**src/rtl/difftest_arch_event_arbiter.sv**
```systemverilog
// Round-robin arbiter that funnels NUM_REQ DifftestArchEvent producers into one
// DPI sink through a small FIFO, presenting at most one event per cycle.
module difftest_arch_event_arbiter #(
  parameter int NUM_REQ    = 2,
  parameter int FIFO_DEPTH = 4,
  parameter int PTR_W      = $clog2(FIFO_DEPTH),
  parameter int EVT_W      = 170
) (
  input  logic                     clock,
  input  logic                     reset_n,
  input  logic [NUM_REQ-1:0]       req_valid,
  output logic [NUM_REQ-1:0]       req_ready,
  input  logic [NUM_REQ*EVT_W-1:0] req_event,
  input  logic                     out_ready,
  output logic                     out_enable,
  output logic [31:0]              out_interrupt,
  output logic [31:0]              out_exception,
  output logic [63:0]              out_exceptionPC,
  output logic [31:0]              out_exceptionInst,
  output logic                     out_hasNMI,
  output logic                     out_virtualInterruptIsHvictlInject,
  output logic [7:0]               out_coreid,
  output logic [PTR_W:0]           fifo_count,
  output logic [31:0]              event_count
);

  localparam int RR_W = (NUM_REQ > 1) ? $clog2(NUM_REQ) : 1;
  localparam logic [PTR_W:0]  DEPTH_C = (PTR_W+1)'(FIFO_DEPTH);
  localparam logic [RR_W-1:0] LAST_C  = RR_W'(NUM_REQ - 1);

  logic [EVT_W-1:0]   r_mem [FIFO_DEPTH];
  logic [PTR_W-1:0]   r_wptr;
  logic [PTR_W-1:0]   r_rptr;
  logic [PTR_W:0]     r_count;
  logic [RR_W-1:0]    r_rr;
  logic [31:0]        r_evt_cnt;

  logic               w_full;
  logic               w_empty;
  logic               w_found;
  logic               w_push;
  logic               w_pop;
  logic [RR_W-1:0]    w_gidx;
  logic [NUM_REQ-1:0] w_grant;
  logic [EVT_W-1:0]   w_push_evt;
  logic [EVT_W-1:0]   w_head;

  // Winner is the valid requester at the smallest rotational distance from r_rr.
  always_comb begin
    int unsigned v_best;
    int unsigned v_d;
    w_found = 1'b0;
    w_gidx  = '0;
    v_best  = NUM_REQ;
    v_d     = 0;
    for (int unsigned i = 0; i < NUM_REQ; i++) begin
      v_d = (i + NUM_REQ - 32'(r_rr)) % NUM_REQ;
      if (req_valid[i] && (v_d < v_best)) begin
        v_best  = v_d;
        w_gidx  = RR_W'(i);
        w_found = 1'b1;
      end
    end
  end

  always_comb begin
    w_grant    = '0;
    w_push_evt = '0;
    for (int unsigned i = 0; i < NUM_REQ; i++) begin
      if (w_found && (w_gidx == RR_W'(i))) begin
        w_grant[i] = 1'b1;
        w_push_evt = req_event[i*EVT_W +: EVT_W];
      end
    end
  end

  assign w_full     = (r_count == DEPTH_C);
  assign w_empty    = (r_count == '0);
  // Ready is gated by reset so no handshake is offered while the block is held in reset.
  assign req_ready  = reset_n ? (w_grant & ~{NUM_REQ{w_full}}) : '0;
  assign w_push     = reset_n && w_found && !w_full;
  assign w_pop      = !w_empty && out_ready;
  assign out_enable = w_pop;

  assign w_head = w_empty ? '0 : r_mem[r_rptr];
  assign out_interrupt                      = w_head[169:138];
  assign out_exception                      = w_head[137:106];
  assign out_exceptionPC                    = w_head[105:42];
  assign out_exceptionInst                  = w_head[41:10];
  assign out_hasNMI                         = w_head[9];
  assign out_virtualInterruptIsHvictlInject = w_head[8];
  assign out_coreid                         = w_head[7:0];

  assign fifo_count  = r_count;
  assign event_count = r_evt_cnt;

  always_ff @(posedge clock) begin
    if (w_push) begin
      r_mem[r_wptr] <= w_push_evt;
    end
  end

  always_ff @(posedge clock or negedge reset_n) begin
    if (!reset_n) begin
      r_wptr    <= '0;
      r_rptr    <= '0;
      r_count   <= '0;
      r_rr      <= '0;
      r_evt_cnt <= '0;
    end else begin
      if (w_push) begin
        r_wptr <= r_wptr + 1'b1;
        r_rr   <= (w_gidx == LAST_C) ? '0 : w_gidx + 1'b1;
      end
      if (w_pop) begin
        r_rptr    <= r_rptr + 1'b1;
        r_evt_cnt <= r_evt_cnt + 1'b1;
      end
      case ({w_push, w_pop})
        2'b10:   r_count <= r_count + 1'b1;
        2'b01:   r_count <= r_count - 1'b1;
        default: r_count <= r_count;
      endcase
    end
  end

endmodule
```
**config.mk**
```make
export PLATFORM = sky130hd
export DESIGN_NAME = difftest_arch_event_arbiter
export DESIGN_NICKNAME = d
export VERILOG_FILES = /design/src/rtl/difftest_arch_event_arbiter.sv
export SDC_FILE = /design/constraint.sdc
export NUM_CORES = 1
export LEC_CHECK = 0
export CAP_MARGIN = 20
export CORE_MARGIN = 2
export CORE_UTILIZATION = 49
export CTS_BUF_LIST = sky130_fd_sc_hd__clkbuf_4 sky130_fd_sc_hd__clkbuf_8 sky130_fd_sc_hd__clkbuf_16
export DETAILED_ROUTE_END_ITERATION = 16
export GPL_ROUTABILITY_DRIVEN = 0
export PLACE_DENSITY = 0.76
export SLEW_MARGIN = 20
export SYNTH_ARGS = -nofsm -noshare
export SYNTH_HDL_FRONTEND = slang
export SYNTH_SLANG_ARGS = --single-unit
```
**constraint.sdc**
```tcl
create_clock -name clock -period 7.7 [get_ports clock]
set_input_delay 2.31 -clock clock [delete_from_list [all_inputs] [get_ports clock]]
set_output_delay 2.31 -clock clock [all_outputs]
set_load 0.05 [all_outputs]
```
* Word-level counts from Yosys, hierarchy flattened *
Memories as Yosys holds them, arrays and structs flattened.
Cells that the tools add are included.

word-level totals
  logic and storage cells = 47
  bits in registers = 40
  output and inout bits = 208
  bits of input ports = 345
  memories kept = 1
  memory bits (read-only) = 0
  RAM bits = 680
  bits in latches = 0

memories
  memory  words  width  read ports  clocked after Yosys merged registers in  write ports  line  text
  r_mem   4      170    1           0                                        1            31    logic [EVT_W-1:0] r_mem [FIFO_DEPTH];

operators by class
  $lt $le $gt $ge = 2
  equal/unequal tests = 3
  add/subtract/negate cells = 8
  shifts and indexed selects = 0
  div/mod/pow operators = 0
  reduce and logical (&&, ||, !) cells = 11
  multipliers = 0
  bitwise logic cells = 3
  muxes and demuxes = 14

operators by type and width
  operator                                                    number
  2-to-1 mux 170 bit                                          3
  adder 32 x 1 -> 32 bit, second input constant               1
  less-than comparator 1 x 32 -> 1 bit                        1
  2-to-1 mux 1 bit                                            8
  logical AND 1 bit                                           7
  one-hot mux 3 bit (2 select lines)                          1
  adder 2 x 1 -> 2 bit, second input constant                 2
  2-to-1 mux 2 bit                                            2
  adder 3 x 1 -> 3 bit, second input constant                 1
  == test 3 bit, second input constant                        1
  zero test 3 bit                                             1
  subtractor 3 x 1 -> 3 bit, second input constant            1
  AND 2 bit                                                   1
  == test 2 x 1 -> 1 bit, second input constant               1
  == test 2 bit, second input constant                        1
  zero test 1 bit                                             2
  less-than comparator 1 x 2 -> 1 bit, second input constant  1
  NOT 2 bit                                                   1
  nonzero test 2 bit                                          1
  subtractor 1 bit, first input constant                      2
  adder 1 bit, second input constant                          1
  NOT 1 bit                                                   1

* Depth between registers and ports, before layout *
  word-level depth = 12
  mapped depth = 10
  depth with buffers taken out = 10

* Worst setup path before layout *
No wires, ideal clock.

  kind = input to register
  start = in req_valid[0]
  end = mem r_mem[2][0] (enable)
  setup slack = 0.402 ns
  arrival time = 6.747 ns
  stages = 4
  required time = 7.149 ns
  cells stage by stage = buf_2 > nor2_1 > nor2_1 > and2_1

on the way
  word-level cells in the longest chain between the ends = 9
  elaborated cells between the ends (all ways) = 10
  those cells by class = order compare (1); mux (5); reduce/logical (4)

RTL lines
  what                                        line  text
  from (decl)                                 11    input logic [NUM_REQ-1:0] req_valid,
  logical AND 1 bit (*)                       58    if (req_valid[i] && (v_d < v_best)) begin
  2-to-1 mux 2 bit                            58
  less-than comparator 1 x 32 -> 1 bit        58
  logical AND 1 bit                           58
  2-to-1 mux 1 bit (*)                        58
  logical AND 1 bit (*) (2 in series)         81    assign w_push = reset_n && w_found && !w_full;
  2-to-1 mux 1 bit (*)                        98    if (w_push) begin
  2-to-1 mux 1 bit (not written as such) (*)  99    r_mem[r_wptr] <= w_push_evt;
  to (decl)                                   31

Every way passes the cells marked *; elsewhere a longest branch is shown, timed or not.

* Final worst setup path *
  start = in req_valid[1]
  end = out req_ready[1]

on the way
  word-level cells in the longest chain between the ends = 6
  elaborated cells between the ends (all ways) = 7
  those cells by class = mux (4); bitwise (1); reduce/logical (2)

RTL lines
  what                   line  text
  logical AND 1 bit (*)  58
  2-to-1 mux 1 bit       58
  logical AND 1 bit (*)  70    if (w_found && (w_gidx == RR_W'(i))) begin
  2-to-1 mux 1 bit (*)   70
  AND 2 bit (*)          80    assign req_ready = reset_n ? (w_grant & ~{NUM_REQ{w_full}}) : '0;
  2-to-1 mux 2 bit (*)   80
  to (decl)              12    output logic [NUM_REQ-1:0] req_ready,

Marked as above.

==> reports/results.ini <==
[synth]
synthArstFlopShare_pct = 5.556
synth.distinct_cells = 33
ys_top_cells_by_area = edfxtp_1 68%, mux4_2 13%, nand2_1 4.4%
syn_inst = 1816
yosysMostFrequentCell = edfxtp_1
yosysTopAreaCell = edfxtp_1
synth_ff_type = edfxtp_1
ys_warn_count = 0
synthTopCellsByCount = 680 x edfxtp_1, 353 x nand2_1, 181 x nand3_1
synth.top_cell.area_share_pct = 68.22
synth_edf_count = 680
ys_ff_latch = 720
syn_nets = 2168
syn_area_um2 = 29930
ys_seq_area_share_pct = 71.56
syn_area_per_cell_um2 = 16.48

[critical_path]
crit_path_frequent_cell = clkdlybuf4s50_1
r2r_slack_ns = 4.66
rr_endpoint = r_mem[2][28]$_DFFE_PP_
path_buf_inv = 2
cpPeakStageDelay_ns = 0.81
arrival_ns = 4.10
cp.required_ns = 5.39
r2r_cells = 4
worstSetupPathType = in -> out
crit_slowest_cell = clkdlybuf4s50_1
start_kind = input port
r2r-start = fifo_count[0]$_DFFE_PN0P_
end_kind = output pin
worst_path_dominant_cell_family = buffers and inverters
path_cells = clkdlybuf4s50_1 -> o21ai_4 -> nor2_1 -> clkdlybuf4s50_1
critPathMaxFanout = 21

[timing]
drv_slew = 0
final.setup.worst_slack_ns = 1.290
fmax_ghz = 0.1560
post-route-period-util_pct = 83.24
rsz0062_at_grt = no
layout_min_cycle_time_ns = 6.410
finalClockSkew_ns = 0.02496
setup_violations = 0
tns_ns = 0
worst_pin_slew_ns = 1.143
hold_viol = 0
max-slew-margin-rel_pct = 23.81

[clock_network]
ctsResizeCount = 0
cts_hold_buf = 0
h-tree-depth = 3
post_cts_buffers = 0
clock_path_buffers = 3
cts_sinks = 720
cts_tree = built
cts_buffers = 74
path_clk_slew_ns = 0.06
insertion_delay_ns = 0.61
root_buffer = clkbuf_16

[layout]
drive_gt1_share_pct = 13.42
final_nets = 2701
syn2layout_area_growth_pct = 28.94
stdcell_count = 3189
design_area_um2 = 38600
antennaDiodeCount = 0

[die]
die_x_um = 251.2
start_util_pct = 49.59
core_region_area_um2 = 60360
rows = 90
dieArea_um2 = 63080
die_h_um = 251.2
top_level_ports = 553

[detailed_routing]
drtPass1Iterations = 6
routed_wl_um = 68860
ant_nets = 0
vias = 17703
wl_per_cell_um = 21.59
drt_iter0_markers = 1344
via_per_inst = 5.551
post-route-drc-count = 0

[grt]
grt_pass1_wl_um = 104100
gr-usage-all-layers_pct = 21.65
antenna_found_initial = 0
grt_overflow = 0
grt_max_degree = 171
grt_pass1_vias = 18297

[placement]
dp_cells = 3055
dp_hpwl_um = 42460
io_buffer_count = 552
placed_cell_area_um2 = 36220
dpl_worst_slack_ns = 1.300

[hold_path]
whs_path_depth = 1
min-delay-start = event_count[31]$_DFFE_PN0P_
hold_end = event_count[31]$_DFFE_PN0P_
holdCritPathClass = reg -> reg

[job]
maxCapViolCount = 0

[pwr]
ir_worst_vdd_v = 0.0002661
powerDensity_nw_per_um2 = 416.0
leakagePower_nw = 13.62

[status]
status = completed

through the flow:
stage	hold WS, ns	total power [mW]	utilization, %
6_report	0.4988	16.06	63.95
5_1_grt	0.5149	16.71	63.95
4_1_cts	0.5008	16.25	63.95
3_5_place_dp	0.4888	12.74	60.01
3_3_place_gp	0.4812	12.66	60.01
2_1_floorplan	0.4785	10.35	-
per-layer routing:
| metal | wire [um] | track usage (%) | share of wire (%) |
|---|---|---|---|
| met4 | 1392 | 6.276 | 2.0 |
| met1 | 27040 | 27.28 | 39 |
| met2 | 34830 | 37.45 | 51 |
| met5 | 0 | 0 | 0 |
| met3 | 5594 | 5.270 | 8.1 |
flip-flops by register name, indices dropped and copies added, names as in the netlist:
name / cells
event_count: 32
fifo_count: 3
r_mem: 680
r_rptr: 2
r_rr: 1
r_wptr: 2
cell families (layout without fill, tap and decap cells):
group | count (synthesis) | after routing | share of synthesized area (%)
AND/OR/NAND/NOR | 751 | 751 | 12.14
multiplexers | 172 | 172 | 12.86
AO/OA/AOI/OAI | 5 | 5 | 0.1672
buffers and inverters | 124 | 715 | 1.868
XOR/XNOR | 37 | 37 | 1.083
flip-flops | 720 | 720 | 71.56
adder cells (fa/ha/maj) | 7 | 7 | 0.3177
final cells by class:
type / instances / area [um2]
Clock buffer: 92 / 2039
Clock inverter: 42 / 337.8
Fill cell: 4200 / 21760
Inverter: 9 / 33.78
Multi-Input combinational cell: 972 / 7983
Sequential cell: 720 / 21430
Tap cell: 782 / 978.4
Timing Repair Buffer: 572 / 5797
worst max path at each step:
stage	cells past startpoint	slack, ns	end	startpoint
4_1_cts	4	1.30	req_ready[1]	req_valid[1]
3_5_place_dp	4	1.30	req_ready[1]	req_valid[1]
2_1_floorplan	4	0.40	r_mem[2][0]$_DFFE_PP_	req_valid[0]
6_report	4	1.29	req_ready[1]	req_valid[1]
5_1_grt	5	1.25	req_ready[1]	req_valid[0]
3_3_place_gp	4	1.34	req_ready[1]	req_valid[1]
power by group:
group          internal, mW  switching, mW
clock                  2.03           1.44
sequential             5.08          0.289
combinational          2.65           4.57
cells in the final DEF (no fill, tap or decap), types with 5 or more instances in the layout:
master and instances:
buf_4 10, nor3_1 5, clkinv_1 18, nor2b_1 160
edfxtp_1 680, nor2_1 8, nand2_1 353, buf_12 10
xnor2_1 30, clkinv_2 12, nand3_1 181, ha_1 6
dfrtp_1 38, and2b_1 10, mux4_2 170, clkbuf_4 15
inv_1 9, nand4_1 17, clkdlybuf4s50_1 550, xor2_1 7
clkbuf_16 77
Power figures use the tool's default switching activity.
